**config.mk**
```make
export PLATFORM = sky130hd
export DESIGN_NAME = count_monitor
export DESIGN_NICKNAME = d
export VERILOG_FILES = /design/src/rtl/count_monitor_pkg.sv /design/src/rtl/count_monitor.sv
export SDC_FILE = /design/constraint.sdc
export NUM_CORES = 1
export LEC_CHECK = 0
export CAP_MARGIN = 20
export CORE_MARGIN = 3
export CORE_UTILIZATION = 50
export CTS_CLUSTER_SIZE = 16
export DETAILED_ROUTE_END_ITERATION = 8
export DONT_BUFFER_PORTS = 1
export PLACE_DENSITY = 0.68
export SYNTH_ARGS = -nofsm -noshare
export SYNTH_HDL_FRONTEND = slang
export SYNTH_SLANG_ARGS = --single-unit
```
**constraint.sdc**
```tcl
create_clock -name Clk_i -period 3.3 [get_ports Clk_i]
set_input_delay 0.33 -clock Clk_i [delete_from_list [all_inputs] [get_ports Clk_i]]
set_output_delay 0.33 -clock Clk_i [all_outputs]
set_load 0.02 [all_outputs]
```
**src/rtl/count_monitor_pkg.sv**
```systemverilog
// count_monitor_pkg: shared types and constants for the counter-stream checker.
// Holds the FSM state encoding, the error classification and the data width.
// Imported by count_monitor.
package count_monitor_pkg;

  localparam int DATA_W = 32;

  typedef enum logic [1:0] {
    IDLE  = 2'd0,
    COUNT = 2'd1,
    DONE  = 2'd2,
    ERROR = 2'd3
  } state_t;

  typedef logic [1:0] err_code_t;

  localparam err_code_t ERR_NONE  = 2'd0;
  localparam err_code_t ERR_START = 2'd1;
  localparam err_code_t ERR_STEP  = 2'd2;
  localparam err_code_t ERR_HOLD  = 2'd3;

endpackage

```
**src/rtl/count_monitor.sv**
```systemverilog
// count_monitor: checks a saturating up-counter stream (InitVal..EndVal, then hold) and flags a sticky classified error.
// Latency: 1 cycle, every output is a register updated on the edge that samples Valid_i/Data_i.
// Backpressure: none, a sample may arrive every cycle and each one is checked. Optional macro COUNT_MONITOR_HOLD_EN accepts repeats in COUNT as stalls.
module count_monitor
  import count_monitor_pkg::*;
#(
  parameter logic [DATA_W-1:0] InitVal = 32'd0,
  parameter logic [DATA_W-1:0] EndVal  = 32'd32
) (
  input  logic              Clk_i,
  input  logic              Reset_i,
  input  logic              Valid_i,
  input  logic [DATA_W-1:0] Data_i,
  output logic              Busy_o,
  output logic              Done_o,
  output logic              Error_o,
  output err_code_t         ErrCode_o,
  output logic [DATA_W-1:0] ErrData_o,
  output logic [DATA_W-1:0] Count_o
);

  // A descending sequence cannot be checked; refuse to elaborate.
  if (InitVal > EndVal) begin : g_param_check
    $error("count_monitor: InitVal must not exceed EndVal");
  end

  state_t            state_q;
  logic [DATA_W-1:0] prev_q;

  logic [DATA_W:0]   prev_inc;
  logic [DATA_W-1:0] count_inc;
  logic              init_ok;
  logic              step_ok;
  logic              end_ok;
  logic              hold_ok;

  // Sample comparisons; the increment is one bit wider so 0xFFFFFFFF+1 never matches 0.
  always_comb begin
    prev_inc  = {1'b0, prev_q} + {{DATA_W{1'b0}}, 1'b1};
    init_ok   = (Data_i == InitVal);
    step_ok   = ({1'b0, Data_i} == prev_inc);
    end_ok    = (Data_i == EndVal);
    count_inc = (Count_o == {DATA_W{1'b1}}) ? Count_o : Count_o + 1'b1;
`ifdef COUNT_MONITOR_HOLD_EN
    // A clock-enabled counter may repeat its value; treat that as a stall.
    hold_ok   = (Data_i == prev_q);
`else
    hold_ok   = 1'b0;
`endif
  end

  // Checker FSM with registered status, capture and sample counter.
  always_ff @(posedge Clk_i or posedge Reset_i) begin
    if (Reset_i) begin
      state_q   <= IDLE;
      prev_q    <= '0;
      Busy_o    <= 1'b0;
      Done_o    <= 1'b0;
      Error_o   <= 1'b0;
      ErrCode_o <= ERR_NONE;
      ErrData_o <= '0;
      Count_o   <= '0;
    end else if (Valid_i) begin
      case (state_q)
        IDLE: begin
          if (init_ok) begin
            prev_q  <= Data_i;
            Count_o <= count_inc;
            if (InitVal == EndVal) begin
              state_q <= DONE;
              Done_o  <= 1'b1;
            end else begin
              state_q <= COUNT;
              Busy_o  <= 1'b1;
            end
          end else begin
            state_q   <= ERROR;
            Error_o   <= 1'b1;
            ErrCode_o <= ERR_START;
            ErrData_o <= Data_i;
          end
        end
        COUNT: begin
          if (step_ok) begin
            prev_q  <= Data_i;
            Count_o <= count_inc;
            if (end_ok) begin
              state_q <= DONE;
              Busy_o  <= 1'b0;
              Done_o  <= 1'b1;
            end
          end else if (hold_ok) begin
            // Stall: Prev already equals the sample, only the count moves.
            Count_o <= count_inc;
          end else begin
            state_q   <= ERROR;
            Busy_o    <= 1'b0;
            Error_o   <= 1'b1;
            ErrCode_o <= ERR_STEP;
            ErrData_o <= Data_i;
          end
        end
        DONE: begin
          if (end_ok) begin
            prev_q  <= Data_i;
            Count_o <= count_inc;
          end else begin
            state_q   <= ERROR;
            Done_o    <= 1'b0;
            Error_o   <= 1'b1;
            ErrCode_o <= ERR_HOLD;
            ErrData_o <= Data_i;
          end
        end
        default: begin
          // ERROR is absorbing; capture registers stay frozen until reset.
        end
      endcase
    end
  end

endmodule

```
# After elaboration in Yosys (flattened, before gate mapping)

Index checks and enable logic that the tools add are counted.

Register bits: 103
Bits of input ports: 35
Output and inout bits: 69
Logic and storage cells: 66

Add/subtract/negate cells: 2
Equality and inequality tests: 13
Mux-type cells: 33
Reduce and logical (&&, ||, !) cells: 10

Operators with widths:

| kind                                                                    | number |
|---|---|
| 32-bit two-way mux                                                      | 10 |
| 32-bit one-hot mux with 3 select lines                                  | 3 |
| 32-bit by 1-bit adder with 33-bit output (second input constant)        | 1 |
| 32-bit by 33-bit equality test with 1-bit output                        | 1 |
| 32-bit by 1-bit adder with 32-bit output (second input constant)        | 1 |
| 32-bit equality test (second input constant)                            | 1 |
| 32-bit by 6-bit equality test with 1-bit output (second input constant) | 1 |
| 32-bit zero test                                                        | 1 |
| 5-bit AND reduction                                                     | 3 |
| 2-bit != test (second input constant)                                   | 7 |
| 2-bit two-way mux                                                       | 6 |
| 2-bit one-hot mux with 3 select lines                                   | 2 |
| 1-bit two-way mux                                                       | 9 |
| 4-bit AND reduction                                                     | 2 |
| 1-bit one-hot mux with 2 select lines                                   | 2 |
| 2-bit nonzero test                                                      | 2 |
| 3-bit != test (second input constant)                                   | 1 |
| 1-bit one-hot mux with 3 select lines                                   | 1 |
| 3-bit nonzero test                                                      | 1 |
| 2-bit by 1-bit equality test with 1-bit output (second input constant)  | 1 |
| 2-bit equality test (second input constant)                             | 1 |
| 2-bit zero test                                                         | 1 |

# Depth between registers and ports, before layout

Depth in word-level cells: 4
Gate-level depth with buffers: 14
Gate-level depth less buffers: 10

# Worst setup path after synthesis

Ideal clock, no wire load.

Path kind: reg-to-reg
Start: reg prev_q[0]
End: reg prev_q[0]
Setup time: 0.125 ns
Arrival: 3.109 ns
Required time: 3.175 ns
Setup slack: 0.066 ns
Cell stages (with the launch flop): 14
Buffers on the path: 3
Clock period less this slack: 3.234 ns
Cells stage by stage: dfrtp_1 -> ha_1 -> buf_2 -> and4_1 -> buf_2 -> nand3_1 -> or4b_1 -> o221a_2 -> a2111o_1 -> nor4_4 -> a21bo_4 -> nand2_4 -> buf_6 -> mux2_4

Word-level cells in the longest chain between the ends: 4

RTL lines:

| what                                             | line                 | source |
|---|---|---|
| from (decl)                                      | count_monitor.sv:28  | `logic [DATA_W-1:0] prev_q;` |
| from (signal assigned)                           | count_monitor.sv:67  | `prev_q <= Data_i;` |
| from (signal assigned)                           | count_monitor.sv:85  | `prev_q <= Data_i;` |
| from (signal assigned)                           | count_monitor.sv:105 | `prev_q <= Data_i;` |
| 32-bit by 1-bit adder with 33-bit output         | count_monitor.sv:39  | `prev_inc = {1'b0, prev_q} + {{DATA_W{1'b0}}, 1'b1};` |
| 32-bit by 33-bit equality test with 1-bit output | count_monitor.sv:41  | `step_ok = ({1'b0, Data_i} == prev_inc);` |
| 2-bit != test (no line)                          | --                   |  |
| 5-bit AND reduction (no line)                    | --                   |  |

Every way passes these cells.
A chain may end at the register's enable or synchronous reset.

# Final worst setup path

Start: reg prev_q[0]
End: reg prev_q[21]

Same word-level chain as after synthesis.

==> results_dict.tcl <==
set metrics [dict create \
    status "finished, final reports clean" \
    maxCapViolCount 0 \
    grt_pass1_vias 4767 \
    setup_slack_ns 0.0952 \
    synth.avg_cell_area_um2 10.9 \
    layout.cells.non_filler 785 \
    synth_area_um2 6380 \
    dpl.cell_count 764 \
    max_freq_mhz 312 \
    ant_nets 0 \
    p_int_mw 3.34 \
    n_antenna_cell 0 \
    finalHoldViolations 0 \
    drc_errors 0 \
    worstSkewPairLatency_ns 0.36 \
    ys_dominant_reg_cell "dfrtp_1" \
    synth-edff-count 0 \
    cp-start-kind "register" \
    die_x_um 119 \
    dieArea_um2 14200 \
    drive_gt1_frac 0.267 \
    endpoint_kind "register" \
    grt_max_degree 53 \
    hold_end "ErrData_o[23]$_DFFE_PP0P_" \
    synth-async-reset-ratio 1.00 \
    post-place-ws_ns -0.0679 \
    fin_nets 655 \
    syn_nets 630 \
    r2r_slack_ns 0.1 \
    min_from "Data_i[23]" \
    arrival_ns 3.44 \
    port_buffers 0 \
    p_sw_frac 0.400 \
    worstSetupPathType "register to register" \
    p_comb_frac 0.364 \
    fin_hold_ws_ns 0.113 \
    areaGrowthSynthToFinish_pct 12.1 \
    h-tree-depth 3 \
    design.core.area_um2 12300 \
    antenna_found_initial 0 \
    clock_tree.buffer_depth 2 \
    postSynthCellCount 588 \
    pwr-share-seq 0.458 \
    clkPwrFrac 0.178 \
    finClkSkew_ns 0.00986 \
    min_period_ns 3.20 \
    ys_ff_latch 103 \
    clockRootBuffer "clkbuf_16" \
    vdd_ir_drop_max_mv 0.397 \
    maxSlewHeadroom 0.545 \
    dp_hpwl_um 12100 \
    post-route-period-util 0.971 \
    tightest_slew_ns 0.682 \
    place.gp.congestion 0.942 \
    net-switching-power_mw 2.23 \
    path_clk_slew_ns 0.07 \
    die_y_um 119 \
    grt_pass1_wl_um 26000 \
    dr.pass1.iters 5 \
    cts_sinks 103 \
    reg2reg_to "prev_q[21]$_DFFE_PP0P_" \
    cts_tree "built" \
    holdPathStages 1 \
    final_util 0.584 \
    ff2ff_path_depth 11 \
    overflow 0 \
    hold_path.class "primary input to register" \
    start_util 0.521 \
    synth_seq_area_share 0.404 \
    routed-via-count 4731 \
    drt-initial-drc-count 309 \
    p_per_area_nw_per_um2 777 \
    leakage_nw 3.02 \
    grt_usage 0.231 \
    vias_per_cell 6.03 \
    cts_buffers 9 \
    yosys_warnings 0 \
    wire_per_inst_um 20.6 \
    ios 104 \
    wirelength_um 16100 \
    row_count 40 \
    r2r_start "prev_q[0]$_DFFE_PP0P_" \
    cp_max_fo 20 \
    required_ns 3.54 \
    synth.distinct_cells 72 \
    finalMaxSlewViolations 0 \
    finalSetupViolations 0 \
]
## critical path, cell delays in order (launching register included)
cell and delay, ns:
dfrtp_1 0.37, buf_4 0.15, nand2_2 0.12, nor4_4 0.45, a31oi_1 0.18, or4_4 0.56, a2111oi_4 0.36, buf_4 0.19
a21bo_4 0.15, nand2_4 0.07, buf_12 0.18, mux2_4 0.31
## worst max-delay path by stage
stage	slack (ns)	depth (start not counted)	startpoint	to
after floorplan	0.07	13	prev_q[0]$_DFFE_PP0P_	prev_q[0]$_DFFE_PP0P_
after global placement	0.03	10	prev_q[3]$_DFFE_PP0P_	ErrData_o[6]$_DFFE_PP0P_
after detailed placement	-0.07	10	prev_q[3]$_DFFE_PP0P_	ErrData_o[12]$_DFFE_PP0P_
after CTS	0.005	11	prev_q[0]$_DFFE_PP0P_	ErrData_o[21]$_DFFE_PP0P_
after global routing	-0.04	13	prev_q[0]$_DFFE_PP0P_	prev_q[21]$_DFFE_PP0P_
final	0.1	11	prev_q[0]$_DFFE_PP0P_	prev_q[21]$_DFFE_PP0P_
## stage by stage
step	TNS [ns]	power [mW]	area (um^2)
after global placement	0	4.44	6760
after CTS	0	5.53	7040
final	0	5.57	7160
after global routing	-1.15	5.89	7160
after floorplan	0	3.96	6380
after detailed placement	-1.72	4.50	6760
## power groups by stage
stage	Sequential, mW	Clock [mW]	Combinational [mW]
2_1_floorplan	2.33	0	1.63
3_3_place_gp	2.54	0	1.90
3_5_place_dp	2.56	0	1.95
4_1_cts	2.55	1.02	1.96
5_1_grt	2.62	1.09	2.18
6_report	2.55	0.992	2.02
## metal layers
metal  track usage  wire length (um)  vias up
met4        0.0666               265        0
met1         0.284              6710     2360
met5             0                 0        -
met3        0.0859              1210       20
met2         0.380              7950      138
li1              -                 -     2213
## registers in the layout, indices dropped and copies added, names as in the netlist
register	flops
Count_o	32
Done_o	1
ErrData_o	32
Busy_o	1
Error_o	1
ErrCode_o	2
state_q	2
prev_q	32
## cell usage in the layout (no fill, tap or decap), drive strengths merged, types with 9 or more instances in the layout
master and n:
nor4 23, inv 15, nor2 20, and3 24, o21ai 9, buf 44, nand2 36, xor2 16
dfrtp 103, a21oi 16, nand4 31, nor3 16, nand3 35, xnor2 48, mux2 68, clkbuf 9
## logic make-up after synthesis
| group | share of synthesized area |
|---|---|
| AND/OR/NAND/NOR | 0.221 |
| flip-flops | 0.404 |
| multiplexers | 0.159 |
| AO/OA/AOI/OAI | 0.0772 |
| XOR/XNOR | 0.0878 |
| buffers and inverters | 0.0380 |
| adder cells (fa/ha/maj) | 0.0137 |
## cells in the mapped netlist, types with 7 or more instances
master,number,area [um^2]
nor4_1,19,119
nand2_1,34,128
mux2_4,58,871
clkbuf_1,9,33.8
o21ai_0,9,45.0
ha_1,7,87.6
buf_2,11,55.1
nand3_1,33,165
nor2_1,20,75.1
and2_1,8,50.1
dfrtp_1,103,2580
and4_1,8,70.1
a21oi_1,15,75.1
mux2_2,9,101
buf_6,7,78.8
nor3_1,15,75.1
a31oi_1,7,43.8
xnor2_1,48,420
and3_1,24,150
nand4_1,30,188
inv_1,13,48.8
xor2_1,16,140
## final cells by class
| class | count | area, um^2 |
|---|---|---|
| inverters | 13 | 51.3 |
| clock inverters | 6 | 45.0 |
| fillers | 1035 | 5100 |
| multi-input cells | 441 | 3640 |
| well taps | 168 | 210 |
| flip-flops and latches | 103 | 2580 |
| clock buffers | 9 | 225 |
| repair buffers | 45 | 403 |
## timing repair
| item | 4_1_cts | 5_1_grt |
|---|---|---|
| pin swaps | 0 | 7 |
| endpoints found under the hold margin | 50 | 0 |
| hold buffers | 1 | 0 |
| resized for setup | 2 | 19 |
| setup endpoints to repair | 34 | 102 |
| setup buffers | 0 | 5 |
No activity file was read; power rests on OpenSTA's default activity.
